--- src/rtl/output_port_arbiter_if.sv ---
// rtl/output_port_arbiter_if.sv - request/flit/credit bundle between input side and one output arbiter
//
// Purpose: groups the arbiter's request-side inputs and its grant/crossbar outputs.
// Signals:
//   req        [NPORTS]    route request from each input's LBDR
//   empty      [NPORTS]    input FIFO empty flags
//   flit_id    [3*NPORTS]  head-flit type of each input FIFO (bit0 HEADER, bit1 PAYLOAD, bit2 TAIL)
//   credit_in              one-cycle pulse, downstream freed a slot
//   grant      [NPORTS]    one-hot owner of this output
//   rd_en      [NPORTS]    one-hot pop of the owner's FIFO
//   xbar_sel   [3]         binary owner index
//   valid_out              a flit crosses the crossbar this cycle
//   credit_cnt [CW]        downstream credits currently available
// Modports: master = input side / environment, slave = arbiter.
interface output_port_arbiter_if #(
    parameter int NPORTS = 5,
    parameter int CW     = 3
);
    logic [NPORTS-1:0]   req;
    logic [NPORTS-1:0]   empty;
    logic [3*NPORTS-1:0] flit_id;
    logic                credit_in;
    logic [NPORTS-1:0]   grant;
    logic [NPORTS-1:0]   rd_en;
    logic [2:0]          xbar_sel;
    logic                valid_out;
    logic [CW-1:0]       credit_cnt;

    modport master (
        output req, empty, flit_id, credit_in,
        input  grant, rd_en, xbar_sel, valid_out, credit_cnt
    );

    modport slave (
        input  req, empty, flit_id, credit_in,
        output grant, rd_en, xbar_sel, valid_out, credit_cnt
    );
endinterface

--- src/rtl/output_port_arbiter.sv ---
// rtl/output_port_arbiter.sv - round-robin packet arbiter with credit pacing for one router output
//
// Purpose: grants this output to one input for a whole packet (HEADER..TAIL), chosen
// round-robin among inputs presenting a HEADER, and forwards flits only while the
// downstream FIFO has credit.
// Ports:
//   clk  router clock
//   rst  synchronous active-low reset
//   bus  output_port_arbiter_if.slave (req/empty/flit_id/credit_in in; grant/rd_en/xbar_sel/valid_out/credit_cnt out)
module output_port_arbiter #(
    parameter int NPORTS     = 5,
    parameter int FIFO_DEPTH = 4,
    parameter int CW         = 3
) (
    input logic                   clk,
    input logic                   rst,
    output_port_arbiter_if.slave  bus
);

    typedef enum logic {
        IDLE = 1'b0,
        BUSY = 1'b1
    } state_t;

    localparam logic [CW-1:0] CREDIT_FULL = CW'(FIFO_DEPTH);

    state_t            r_state;
    state_t            w_state_nxt;
    logic [2:0]        r_owner;
    logic [2:0]        w_owner_nxt;
    logic [2:0]        r_rr_ptr;
    logic [2:0]        w_rr_nxt;
    logic [CW-1:0]     r_credit;
    logic [CW-1:0]     w_credit_nxt;
    // Set on grant, cleared by the first transfer: the first flit of a packet is
    // the only one allowed to carry the HEADER bit.
    logic              r_first;
    logic              w_first_nxt;

    logic [NPORTS-1:0] w_cand;
    logic              w_found;
    logic [2:0]        w_winner;
    logic [3:0]        w_scan;
    logic [2:0]        w_owner_flit;
    logic              w_owner_empty;
    logic              w_rd;
    logic              w_tail;

    // Arbitration candidates and round-robin winner. The HEADER test looks at
    // bit 0 only so that a single-flit packet (HEADER|TAIL) is also eligible.
    // Scanning from the far end and overwriting leaves the candidate nearest
    // rr_ptr as the winner.
    always_comb begin
        w_cand   = '0;
        w_winner = '0;
        w_scan   = '0;
        for (int i = 0; i < NPORTS; i++) begin
            w_cand[i] = bus.req[i] & ~bus.empty[i] & bus.flit_id[3*i];
        end
        for (int k = NPORTS - 1; k >= 0; k--) begin
            w_scan = {1'b0, r_rr_ptr} + 4'(k);
            if (w_scan >= 4'(NPORTS)) begin
                w_scan = w_scan - 4'(NPORTS);
            end
            if (w_cand[w_scan[2:0]]) begin
                w_winner = w_scan[2:0];
            end
        end
        w_found = |w_cand;
    end

    // Owner's FIFO status and head flit.
    always_comb begin
        w_owner_flit  = '0;
        w_owner_empty = 1'b1;
        for (int i = 0; i < NPORTS; i++) begin
            if (r_owner == 3'(i)) begin
                w_owner_flit  = bus.flit_id[3*i +: 3];
                w_owner_empty = bus.empty[i];
            end
        end
    end

    // Gating on credit here is what keeps the counter from ever underflowing.
    assign w_rd   = (r_state == BUSY) && !w_owner_empty && (r_credit != '0);
    assign w_tail = w_rd && w_owner_flit[2];

    // Next state and outputs.
    always_comb begin
        w_state_nxt  = r_state;
        w_owner_nxt  = r_owner;
        w_rr_nxt     = r_rr_ptr;
        w_first_nxt  = r_first;
        w_credit_nxt = r_credit;
        bus.grant    = '0;
        bus.rd_en    = '0;
        bus.xbar_sel = '0;

        case (r_state)
            IDLE: begin
                if (w_found) begin
                    w_state_nxt = BUSY;
                    w_owner_nxt = w_winner;
                    w_first_nxt = 1'b1;
                end
            end
            BUSY: begin
                bus.xbar_sel = r_owner;
                for (int i = 0; i < NPORTS; i++) begin
                    bus.grant[i] = (r_owner == 3'(i));
                    bus.rd_en[i] = (r_owner == 3'(i)) && w_rd;
                end
                if (w_rd) begin
                    w_first_nxt = 1'b0;
                end
                // rr_ptr moves only when a packet completes.
                if (w_tail) begin
                    w_state_nxt = IDLE;
                    w_rr_nxt    = (r_owner == 3'(NPORTS - 1)) ? 3'd0 : r_owner + 3'd1;
                end
            end
            default: begin
                w_state_nxt = IDLE;
            end
        endcase

        if (w_rd && !bus.credit_in) begin
            w_credit_nxt = r_credit - CW'(1);
        end else if (!w_rd && bus.credit_in && (r_credit != CREDIT_FULL)) begin
            w_credit_nxt = r_credit + CW'(1);
        end
    end

    assign bus.valid_out  = w_rd;
    assign bus.credit_cnt = r_credit;

    always_ff @(posedge clk) begin
        if (!rst) begin
            r_state  <= IDLE;
            r_owner  <= '0;
            r_rr_ptr <= '0;
            r_credit <= CREDIT_FULL;
            r_first  <= 1'b0;
        end else begin
            r_state  <= w_state_nxt;
            r_owner  <= w_owner_nxt;
            r_rr_ptr <= w_rr_nxt;
            r_credit <= w_credit_nxt;
            r_first  <= w_first_nxt;
        end
    end

    // Protocol checks: a credit returned with no slot outstanding, and a HEADER
    // arriving in the middle of a packet (that flit is still forwarded).
    always_ff @(posedge clk) begin
        if (rst) begin
            a_credit_overflow: assert (!(bus.credit_in && !w_rd && (r_credit == CREDIT_FULL)));
            a_header_midpacket: assert (!(w_rd && w_owner_flit[0] && !r_first));
        end
    end

endmodule

--- src/flat_wrapper.sv ---
// flat-port wrapper written by rule: the top's interface ports become plain ports
module output_port_arbiter_flat 
#(
    parameter int NPORTS     = 5,
    parameter int FIFO_DEPTH = 4,
    parameter int CW         = 3
)
  (clk, rst, bus_req, bus_empty, bus_flit_id, bus_credit_in, bus_grant, bus_rd_en, bus_xbar_sel, bus_valid_out, bus_credit_cnt);
  output_port_arbiter_if #(.NPORTS(NPORTS), .CW(CW)) bus_i ();
  input logic clk;
  input logic rst;
  input wire logic [$bits(bus_i.req)-1:0] bus_req;
  input wire logic [$bits(bus_i.empty)-1:0] bus_empty;
  input wire logic [$bits(bus_i.flit_id)-1:0] bus_flit_id;
  input wire logic [$bits(bus_i.credit_in)-1:0] bus_credit_in;
  output wire logic [$bits(bus_i.grant)-1:0] bus_grant;
  output wire logic [$bits(bus_i.rd_en)-1:0] bus_rd_en;
  output wire logic [$bits(bus_i.xbar_sel)-1:0] bus_xbar_sel;
  output wire logic [$bits(bus_i.valid_out)-1:0] bus_valid_out;
  output wire logic [$bits(bus_i.credit_cnt)-1:0] bus_credit_cnt;
  assign bus_i.req = bus_req;
  assign bus_i.empty = bus_empty;
  assign bus_i.flit_id = bus_flit_id;
  assign bus_i.credit_in = bus_credit_in;
  assign bus_grant = bus_i.grant;
  assign bus_rd_en = bus_i.rd_en;
  assign bus_xbar_sel = bus_i.xbar_sel;
  assign bus_valid_out = bus_i.valid_out;
  assign bus_credit_cnt = bus_i.credit_cnt;
  output_port_arbiter #(.NPORTS(NPORTS), .FIFO_DEPTH(FIFO_DEPTH), .CW(CW)) u_core (.clk(clk), .rst(rst), .bus(bus_i));
endmodule
--- config.mk ---
export PLATFORM = sky130hd
export DESIGN_NAME = output_port_arbiter_flat
export DESIGN_NICKNAME = d
export VERILOG_FILES = /design/src/rtl/output_port_arbiter_if.sv /design/src/rtl/output_port_arbiter.sv /design/src/flat_wrapper.sv
export SDC_FILE = /design/constraint.sdc
export NUM_CORES = 1
export LEC_CHECK = 0
export ABC_AREA = 0
export BUFFER_PORTS_ARGS = -buffer_cell sky130_fd_sc_hd__buf_2
export CAP_MARGIN = 20
export CORE_UTILIZATION = 33
export CTS_CLUSTER_SIZE = 28
export DETAILED_ROUTE_END_ITERATION = 12
export GPL_ROUTABILITY_DRIVEN = 0
export GPL_TIMING_DRIVEN = 0
export PLACE_DENSITY_LB_ADDON = 0.15
export SLEW_MARGIN = 20
export SYNTH_ARGS = -nofsm -noshare
export SYNTH_HDL_FRONTEND = slang
export SYNTH_SLANG_ARGS = --single-unit
--- constraint.sdc ---
create_clock -name clk -period 3.8 [get_ports clk]
set_input_delay 0.19 -clock clk [delete_from_list [all_inputs] [get_ports clk]]
set_output_delay 0.19 -clock clk [all_outputs]
set_load 0.005 [all_outputs]
Yosys cells after proc, flatten, opt, wreduce, memory -nomap -nowiden
Cells that the tools add are included.
Widths: inputs -> output; s select.
{"block": "op_classes", "add_sub_neg": 12, "n_lt_le_gt_ge": 10, "n_eq_ne": 5, "n_mux": 39, "n_bitwise": 16, "n_reduce_logical": 20}
{"cell": "$mux 3", "n": 19}
{"cell": "$lt 3x4->1 const B", "n": 5}
{"cell": "$ge 4x3->1 const B", "n": 4}
{"cell": "$bmux 1 s3", "n": 5}
{"cell": "$sub 3x3->3 const B", "n": 5}
{"cell": "$mux 1", "n": 12}
{"cell": "$logic_and 1x1->1", "n": 11}
{"cell": "$and 1x1->1", "n": 10}
{"cell": "$mux 5", "n": 2}
{"cell": "$add 3x2->4 const B", "n": 2}
{"cell": "$add 3x1->3 const B", "n": 2}
{"cell": "$eq 3x2->1 const B", "n": 2}
{"cell": "$not 1->1", "n": 6}
{"cell": "$reduce_or 5->1", "n": 1}
{"cell": "$add 3x1->4 const B", "n": 1}
{"cell": "$add 3x3->4 const B", "n": 1}
{"cell": "$reduce_and 2->1", "n": 2}
{"cell": "$eq 3x1->1 const B", "n": 1}
{"cell": "$eq 3x3->1 const B", "n": 1}
{"cell": "$ge 3x3->1 const B", "n": 1}
{"cell": "$logic_not 1->1", "n": 3}
{"cell": "$logic_not 3->1", "n": 1}
{"cell": "$ne 3x3->1 const B", "n": 1}
{"cell": "$reduce_bool 3->1", "n": 1}
{"cell": "3 further kinds", "n": 3}
{"block": "word_totals", "reg_bits": 10, "inputBits": 28, "word_cells": 106}

Longest topological paths before layout
{"block": "logic_depth", "ltp_word": 14, "depth_mapped": 14, "mapped_depth_nobuf": 13}

Worst setup path before layout
No wires, ideal clock.
{"block": "synth_path", "kind": "reg2reg", "start": "reg u_core.r_rr_ptr[0]", "end": "reg u_core.r_owner[2]", "setup_time_ps": 60, "arrival_time_ps": 2944, "required_time_ps": 3740, "setup_slack_ps": 796, "path_stages_with_launch": 13, "path_buffers": 1, "period_less_slack_ps": 3004, "cell_sequence": "dfxtp_1 -> inv_1 -> buf_2 -> ha_1 -> ha_1 -> inv_1 -> o21ai_2 -> nor3_1 -> or4_1 -> o21ai_2 -> a41oi_1 -> o311ai_1 -> o2111a_1"}
{"block": "synth_between", "elab_chain_cells": 10}
{"item": "start: declaration", "line_no": "output_port_arbiter.sv:31", "rtl": "logic [2:0] r_rr_ptr;"}
{"item": "start signal: assignment", "line_no": "output_port_arbiter.sv:147", "rtl": "r_rr_ptr <= w_rr_nxt;"}
{"item": "$add 3x3->4", "line_no": "output_port_arbiter.sv:61", "rtl": "w_scan = {1'b0, r_rr_ptr} + 4'(k);"}
{"item": "$ge 4x3->1 or $sub 3x3->3 (tied branches)", "line_no": "output_port_arbiter.sv:62, output_port_arbiter.sv:63"}
{"item": "$mux 3", "line_no": "output_port_arbiter.sv:62", "rtl": "if (w_scan >= 4'(NPORTS)) begin"}
{"item": "$bmux 1 s3", "line_no": "output_port_arbiter.sv:65", "rtl": "if (w_cand[w_scan[2:0]]) begin"}
{"item": "$mux 1 (not written as such)", "line_no": "output_port_arbiter.sv:65"}
{"item": "$mux 3 (4 in series)", "line_no": "output_port_arbiter.sv:65"}
{"item": "$mux 3 *", "line_no": "output_port_arbiter.sv:65"}
{"item": "end signal: assignment", "line_no": "output_port_arbiter.sv:146", "rtl": "r_owner <= w_owner_nxt;"}
{"item": "end: declaration", "line_no": "output_port_arbiter.sv:29", "rtl": "logic [2:0] r_owner;"}
Every way passes the cells marked *; elsewhere a longest branch is shown, timed or not. The select of a mux whose other input is x is not followed.
A chain may end at the register's enable or synchronous reset.

Worst setup path in the final report
{"block": "layout_path", "start": "reg u_core.r_rr_ptr[1]", "end": "reg u_core.r_owner[2]"}
The elaborated chain is that of the path after synthesis.

==> reports/metrics.csv <==
stage,metric,value,unit
outcome,outcome,finished clean,
sta,Final setup violation count,0,
clocking,# hold bufs at CTS,0,
setup_path,Critical path buffers and inverters,2,
setup_path,Crit-path slowest cell,dfxtp_1,
placement,# port buffers,39,
clocking,clk_lat worst skew,240,ps
setup_path,crit path cell chain,"inv_1, ha_1, ha_1, inv_1, o21ai_2, nor3_1, or4_1, o21ai_2, a41oi_1, o311ai_1, o2111a_1",
setup_path,crit-path max cell delay,610,ps
route,drt first pass iters,4,
die,die area,5990,µm²
clocking,CTS Buf Count,3,
die,core area,5510,µm²
sta,slew margin rel.,52.5,%
global_routing,Tot GR Track Use,20.0,%
finish,fraction of layout cells with a size suffix above 1,18.4,%
finish,Syn-to-layout area delta,18.2,%
synthesis,synthesized cell area,1880,µm²
setup_path,critical path class,reg -> reg,
setup_path,Arrival @ worst endpoint,3710,ps
synthesis,post-synthesis average cell area,7.02,µm²
global_routing,first-pass GRT wire length,9810,µm
finish,Fillers,594,
die,Die Y,77.4,µm
route,Routed WL per cell,15.2,µm
route,Antenna Nets Post-Route,0,
sta,sum of negative setup slack,0,ps
synthesis,"FFs w/ async S/R, synth",0,%
sta,fmax,0.283,GHz
synthesis,Main synth FF type,dfxtp_1,
route,Initial DRC Count,223,
sta,final worst path period share,92.9,%
finish,multi-input logic area,1570,µm²
power_and_ir_drop,P per Cell Area,266,nW/µm²
setup_path,CP endpoint kind,flip-flop,
die,initial core utilization,34.1,%
sta,min Tclk post-route,3530,ps
clocking,total clock sinks,10,
power_and_ir_drop,leak pwr,0.000881,µW
placement,dpl cell area,2160,µm²
route,DR DRC count,0,
finish,Final Cell Area,2220,µm²
sta,fin. max-slew vios,0,
die,die width,77.4,µm
finish,Final #Nets,355,
sta,Final Skew,1.11,ps
setup_path,critical path's top delay family,compound AO/OA/AOI/OAI gates,
synthesis,"EDFF count, synth",0,
synthesis,Post-Syn Nets,311,
die,IO Count,45,
finish,FF/Latch Area,201,µm²
global_routing,initial antenna violation count,0,
sta,endpoints failing hold,0,
route,Vias/cell,5.66,
hold_path,Hold Path Class,in -> reg,
power_and_ir_drop,worst vdd ir,0.167,mV
setup_path,maximum fanout along the worst path,11,
finish,"most common cell after layout, fill and taps aside",buf_2,
sta,Worst-Margin Slew,706,ps
global_routing,GRT overflow,0,
finish,ant diodes,0,
synthesis,synth warn,0,
clocking,CTS Root Buffer Type,clkbuf_8,
global_routing,vias in the first global route,1992,
synthesis,synthesized instance count,267,
run,MaxCap Viol Count,0,
clocking,H-tree levels,1,
global_routing,largest net degree at the start of global routing,12,
route,via count,2161,
route,final wirelength,5800,µm
placement,DP Wirelength,4510,µm
clocking,CTS tree,built,
setup_path,WP data required,3980,ps
finish,most frequent cells in the layout,"43 x buf_2, 24 x nand2_1, 21 x o21ai_0, 20 x nor2_1",
sta,unrepaired setup endpoints after global routing,no,
clocking,Worst-path clk slew,50,ps
die,Rows,27,
synthesis,Yosys reg bits,10,
clocking,clk buf depth,2,
synthesis,Yosys cell types,59,
synthesis,sequential area share after synthesis,10.7,%
setup_path,Critical Path Start Type,flip-flop,
## sequential cells by signal, summed over array words and instances, names as in the netlist
name	count
u_core.bus.credit_cnt	3
u_core.r_owner	3
u_core.r_rr_ptr	3
u_core.r_state	1
## through the flow
| step | utilization [%] | worst slack (ps) | hold slack, ps | power [µW] | cells |
|---|---|---|---|---|---|
| 6_report | 40.3 | 270 | 257 | 590 | 382 |
| 5_1_grt | 40.3 | 44.9 | 286 | 642 | 382 |
| 4_1_cts | 40.2 | 173 | 260 | 588 | 382 |
| 3_5_place_dp | 39.2 | 205 | 508 | 452 | 378 |
| 3_3_place_gp | 39.2 | 174 | 517 | 452 | 378 |
| 2_1_floorplan | - | 796 | 334 | 358 | 267 |
## layout make-up
| cell class | count | area share (%) |
|---|---|---|
| multi-input combinational | 231 | 70.8 |
| inverter | 15 | 2.54 |
| tap | 72 | 4.06 |
| clock buffer | 4 | 2.48 |
| sequential | 10 | 9.09 |
| buffer | 11 | 2.26 |
| timing repair buffer | 39 | 8.80 |
## path summary, 6_finish.rpt
check	to	cells after the start	slack (ps)	start
min	u_core.r_owner[0]	3	260	rst
max	u_core.r_owner[2]	11	270	u_core.r_rr_ptr[1]
min reg2reg	u_core.r_state	2	590	u_core.r_state
max reg2reg	u_core.r_owner[2]	11	270	u_core.r_rr_ptr[1]
## tightest hold or removal path: stages
cell      delay, ps
buf_2           140
o21ai_0          80
a211oi_1         40
## cell families after synthesis
| group | after synthesis | synth area share, % |
|---|---|---|
| fa+ha+maj | 16 | 11.5 |
| mux | 4 | 2.13 |
| xor+xnor | 5 | 2.34 |
| flops | 10 | 10.7 |
| simple gates | 121 | 36.1 |
| compound gates | 85 | 31.6 |
| buf+inv | 26 | 5.67 |
## Yosys cell counts (3+ instances only)
master / n / area [µm²]
nor4_1: 4 / 25.0
clkbuf_1: 6 / 22.5
o21ai_0: 21 / 105
mux2i_1: 4 / 40.0
nand2_1: 24 / 90.1
nand3_1: 8 / 40.0
ha_1: 14 / 175
nor3_1: 8 / 40.0
nand3b_1: 7 / 52.6
and3b_1: 5 / 43.8
a21oi_1: 13 / 65.1
dfxtp_1: 10 / 200
nand4_1: 3 / 18.8
nand2b_1: 6 / 37.5
xnor2_1: 3 / 26.3
a211oi_1: 3 / 22.5
inv_1: 14 / 52.6
buf_2: 4 / 20.0
o211ai_1: 8 / 60.1
and2_1: 12 / 75.1
o31ai_1: 5 / 37.5
a31oi_1: 6 / 37.5
nor2b_1: 9 / 56.3
nor2_1: 20 / 75.1
## per-layer routing
layer  wire [µm]  global-route usage (%)
met5           0                       0
met4          53                    3.58
met3         331                    2.59
met2        2650                    32.7
met1        2760                    28.2
## repair_timing
item	in CTS	in global routing
setup buffers	0	0
gates resized for setup	0	1
endpoints found under the setup margin	0	3
## report_power, final
part           switching, µW  internal [µW]
clock                   43.6           91.2
combinational            186            128
sequential              23.5            118
total                    253            337
(Power assumes the default switching activity.)
